**src/rtl/ctrl_seq.sv**
```systemverilog
// ctrl_seq: five-state instruction sequencer with a latched instruction register and decoded controls.
// Optional CTRL_HS_SYNC_EN adds a 2-flop synchroniser on Handshake.
`default_nettype none

module ctrl_seq #(
  parameter int IW   = 12,
  parameter int DW   = 8,
  parameter int IMMW = 5
) (
  input  logic          clk,
  input  logic          reset,
  input  logic [IW-1:0] Instruction,
  input  logic          Handshake,
  output logic [DW-1:0] Immediate,
  output logic [1:0]    Stage,
  output logic          PCEn,
  output logic          PCHold,
  output logic          RegWrite,
  output logic          ACCWE,
  output logic          RegAddr,
  output logic          SelImm,
  output logic          SelSW,
  output logic          UseMul,
  output logic          UseACC,
  output logic          SelRegData
);

  typedef enum logic [2:0] {
    FETCH  = 3'd0,
    DECODE = 3'd1,
    EXEC   = 3'd2,
    WB     = 3'd3,
    WAIT   = 3'd4
  } state_t;

  state_t        r_state;
  state_t        w_next;
  logic [IW-1:0] r_ir;
  logic [6:0]    w_func;
  logic          w_arg;
  logic          w_hs;

`ifdef CTRL_HS_SYNC_EN
  logic r_hs_meta;
  logic r_hs_sync;

  always_ff @(posedge clk or posedge reset) begin
    if (reset) begin
      r_hs_meta <= 1'b0;
      r_hs_sync <= 1'b0;
    end else begin
      r_hs_meta <= Handshake;
      r_hs_sync <= r_hs_meta;
    end
  end

  assign w_hs = r_hs_sync;
`else
  assign w_hs = Handshake;
`endif

  always_ff @(posedge clk or posedge reset) begin
    if (reset) begin
      r_state <= FETCH;
      r_ir    <= '0;
    end else begin
      r_state <= w_next;
      if (r_state == DECODE) begin
        r_ir <= Instruction;
      end
    end
  end

  assign w_func     = r_ir[IW-1 -: 7];
  assign w_arg      = r_ir[0];
  assign UseACC     = w_func[0];
  assign SelSW      = w_func[1];
  assign SelImm     = w_func[2];
  assign UseMul     = w_func[3];
  assign SelRegData = w_func[6];
  assign RegAddr    = r_ir[0];

  // Immediate is the sign-extended field scaled by two (halfword offset).
  if (DW > IMMW + 1) begin : g_imm_ext
    assign Immediate = {{(DW-IMMW-1){r_ir[IMMW-1]}}, r_ir[IMMW-1:0], 1'b0};
  end else begin : g_imm_exact
    assign Immediate = {r_ir[IMMW-1:0], 1'b0};
  end

  always_comb begin
    w_next   = r_state;
    Stage    = 2'd0;
    PCEn     = 1'b0;
    PCHold   = 1'b0;
    RegWrite = 1'b0;
    ACCWE    = 1'b0;
    case (r_state)
      FETCH: begin
        w_next = DECODE;
      end
      DECODE: begin
        Stage  = 2'd1;
        w_next = EXEC;
      end
      EXEC: begin
        Stage  = 2'd2;
        w_next = (w_func[5] && (w_hs == w_arg)) ? WAIT : WB;
      end
      WAIT: begin
        Stage  = 2'd2;
        PCHold = 1'b1;
        w_next = (w_hs == w_arg) ? WAIT : WB;
      end
      WB: begin
        Stage    = 2'd3;
        PCEn     = 1'b1;
        RegWrite = w_func[4];
        ACCWE    = ~w_func[5] & ~w_func[4];
        w_next   = FETCH;
      end
      default: begin
        w_next = FETCH;
      end
    endcase
  end

endmodule

`default_nettype wire

```
**config.mk**
```make
export PLATFORM = sky130hd
export DESIGN_NAME = ctrl_seq
export DESIGN_NICKNAME = d
export VERILOG_FILES = /design/src/rtl/ctrl_seq.sv
export SDC_FILE = /design/constraint.sdc
export NUM_CORES = 1
export LEC_CHECK = 0
export BUFFER_PORTS_ARGS = -buffer_cell sky130_fd_sc_hd__buf_2
export CORE_MARGIN = 3
export CORE_UTILIZATION = 30
export DETAILED_ROUTE_END_ITERATION = 16
export HOLD_SLACK_MARGIN = 0.03
export PLACE_DENSITY = 0.59
export SYNTH_ARGS = -nofsm -noshare
export SYNTH_HDL_FRONTEND = slang
export SYNTH_SLANG_ARGS = --single-unit
```
**constraint.sdc**
```tcl
create_clock -name clk -period 2.6 [get_ports clk]
set_input_delay 0.52 -clock clk [delete_from_list [all_inputs] [get_ports clk]]
set_output_delay 0.52 -clock clk [all_outputs]
set_load 0.03 [all_outputs]
```
==> results.ini <==
[outcome]
status=completed

[worst_setup_path]
r2r_start=r_state[0]$_DFF_PP0_
reg2reg_depth=3
timing.rr.end=r_ir[2]$_DFFE_PP0P_
cp-start-kind=flop
cp_max_fo=7
cp.required_ns=2.08
r2r_slack_ns=1.21
path_class=flop to output port
cp.arrival_ns=1.51
setup.worst_path.end_class=output port

[floorplan]
die_h_um=56.8
die_area_mm2=0.00322
io-pin-count=35
start_util=0.334
coreArea_mm2=0.00232
die_x_um=56.8
rows=17

[clock_tree]
cts_buffers=3
clk_pin_slew_worst_paths_ns=0.08
htreeDepth=1
post_cts_buffers=0
clk_latency_ns=0.28
cts-root-buf=clkbuf_4
cts_tree=built
clkSinkCount=15
postCtsHoldBufs=0
cts_resized=0
clockBufferDepth=2

[layout]
final_core_util=0.397
instances_no_fill=112
final_common_cell=buf_2
layout-drive-gt1-share=0.643
n_fill_cell=232
multi_input_area_um2=310
mostFrequentLayoutCells=buf_2, dfrtp_1, mux2_4
regArea_um2=375
antennaDiodeCount=0
syn_to_final_growth_pct=18.9
fin_nets=100

[detailed_routing]
vias_per_cell=4.47
num_vias=501
drt-pass1-iter-count=3
wire_per_inst_um=12.5
drt_iter0_markers=1
drt.antenna.violating_nets=0
routed_wirelength_um=1400
drc=0

[hold_path]
hold_path.class=input pin to asynchronous set/reset pin

[grt]
antenna_found_initial=0
grtUsageMet2=0.163
grt_max_degree=16
top_usage_layer=met2
grt-ovfl-total=0
grt_usage=0.0943
first_global_vias=525
grt_pass1_wl_um=2360
use_met1=0.101
grtUsageMet3=0.0437

[pwr]
leakage_nw=0.477
vdd_drop_max_uv=705
powerDensity_mw_per_mm2=1560

[sta]
rsz0062_at_grt=false
worst_pin_slew_ns=0.575
setup_viol=0
final-hold-violation-count=0
setup_ws_ns=0.572
slew_headroom=0.616
slew_viol_final=0
clock.fmax_mhz=493
setup_tns_ns=0
post-route-period-util=0.780
fin_crit_ns=2.03
fin_worst_skew_ns=0.00220

[placement]
place.gp.congestion=0.710
dpl.hpwl_um=1080
dp.cells=108
portBuffers=33
pre_cts_ws_ns=0.871

[yosys]
yosysUniqueCellTypes=23
synthAdderAreaFrac=0
synth_top_family_by_area=multiplexers
synth_area_um2=773
yosys_warnings=0
synth_compound_area_frac=0.0518
yosys.area_share.xor_xnor=0.0227
synth-seq-cells=15
syn_area_per_cell_um2=13.8
synth-seq-area-share=0.485
synthSimpleGateAreaFrac=0.104
synth_nets=71
synth_cells=56
yosys-mux-area-fraction=0.218

[run]
maxCapViolations=0

==> sequential cells by signal, indices dropped and copies added (netlist names) <==
register / count
r_ir: 12
r_state: 3
==> synth_stat cells, drive strengths merged <==
cell type	count	share of area
or2	1	0.0081
and3	1	0.0081
nor2b	1	0.018
a2111oi	1	0.011
and2	2	0.019
and2b	1	0.011
a21boi	1	0.0097
xor2	1	0.011
a21oi	1	0.0065
buf	9	0.10
nor3b	2	0.019
nor3	1	0.0065
a311oi	1	0.011
conb	1	0.0048
a211o	1	0.013
xnor2	1	0.011
dfrtp	15	0.49
and3b	1	0.013
mux2	12	0.22
inv	2	0.0097
==> worst max-delay path by stage <==
| stage | startpoint | to | slack, ns | cells past startpoint |
|---|---|---|---|---|
| finish | r_state[2]$_DFF_PP0_ | ACCWE | 0.57 | 4 |
| global route | r_state[2]$_DFF_PP0_ | ACCWE | 0.44 | 4 |
| floorplan | r_state[2]$_DFF_PP0_ | ACCWE | 0.33 | 3 |
| CTS | r_state[2]$_DFF_PP0_ | ACCWE | 0.55 | 4 |
| detailed placement | r_state[2]$_DFF_PP0_ | ACCWE | 0.87 | 4 |
| global placement | r_state[2]$_DFF_PP0_ | ACCWE | 0.89 | 4 |
==> metal layers <==
metal	wire (um)	vias up
met1	540	237
met3	134	2
met2	708	21
li1	-	241
met5	0	-
met4	13	0
==> per-stage QoR <==
step           power, mW  hold slack (ns)  instance area (um2)
2_1_floorplan       1.23            0.421                  773
3_3_place_gp        1.31            0.483                  893
3_5_place_dp        1.32            0.490                  893
4_1_cts             1.46            0.297                  920
5_1_grt             1.53            0.336                  920
6_report            1.43            0.288                  920
==> power by group <==
group | leakage, nW | total [mW] | internal (mW) | switching, mW
Clock | 0.0150 | 0.127 | 0.0595 | 0.0677
Combinational | 0.284 | 0.856 | 0.369 | 0.487
Sequential | 0.178 | 0.449 | 0.353 | 0.0958
==> critical path: stages, from the launching register on <==
cell,delay (ns)
dfrtp_1,0.45
and2b_2,0.25
and2_1,0.13
nor3b_1,0.17
buf_2,0.22
==> final cells by class <==
class / count / area share
Clock buffer: 4 / 0.0286
Tap cell: 28 / 0.0381
Inverter: 2 / 0.00816
Timing Repair Buffer: 33 / 0.180
Multi-Input combinational cell: 30 / 0.337
Sequential cell: 15 / 0.408
==> kinds of logic after synthesis <==
group,Yosys count
buffers and inverters,11
other,1
and+or+nand+nor,10
xor gates and xnor gates,2
AOI/OAI and AO/OA,5
muxes,12
DFF,15
Note: power is estimated with default switching activity, not from simulation.
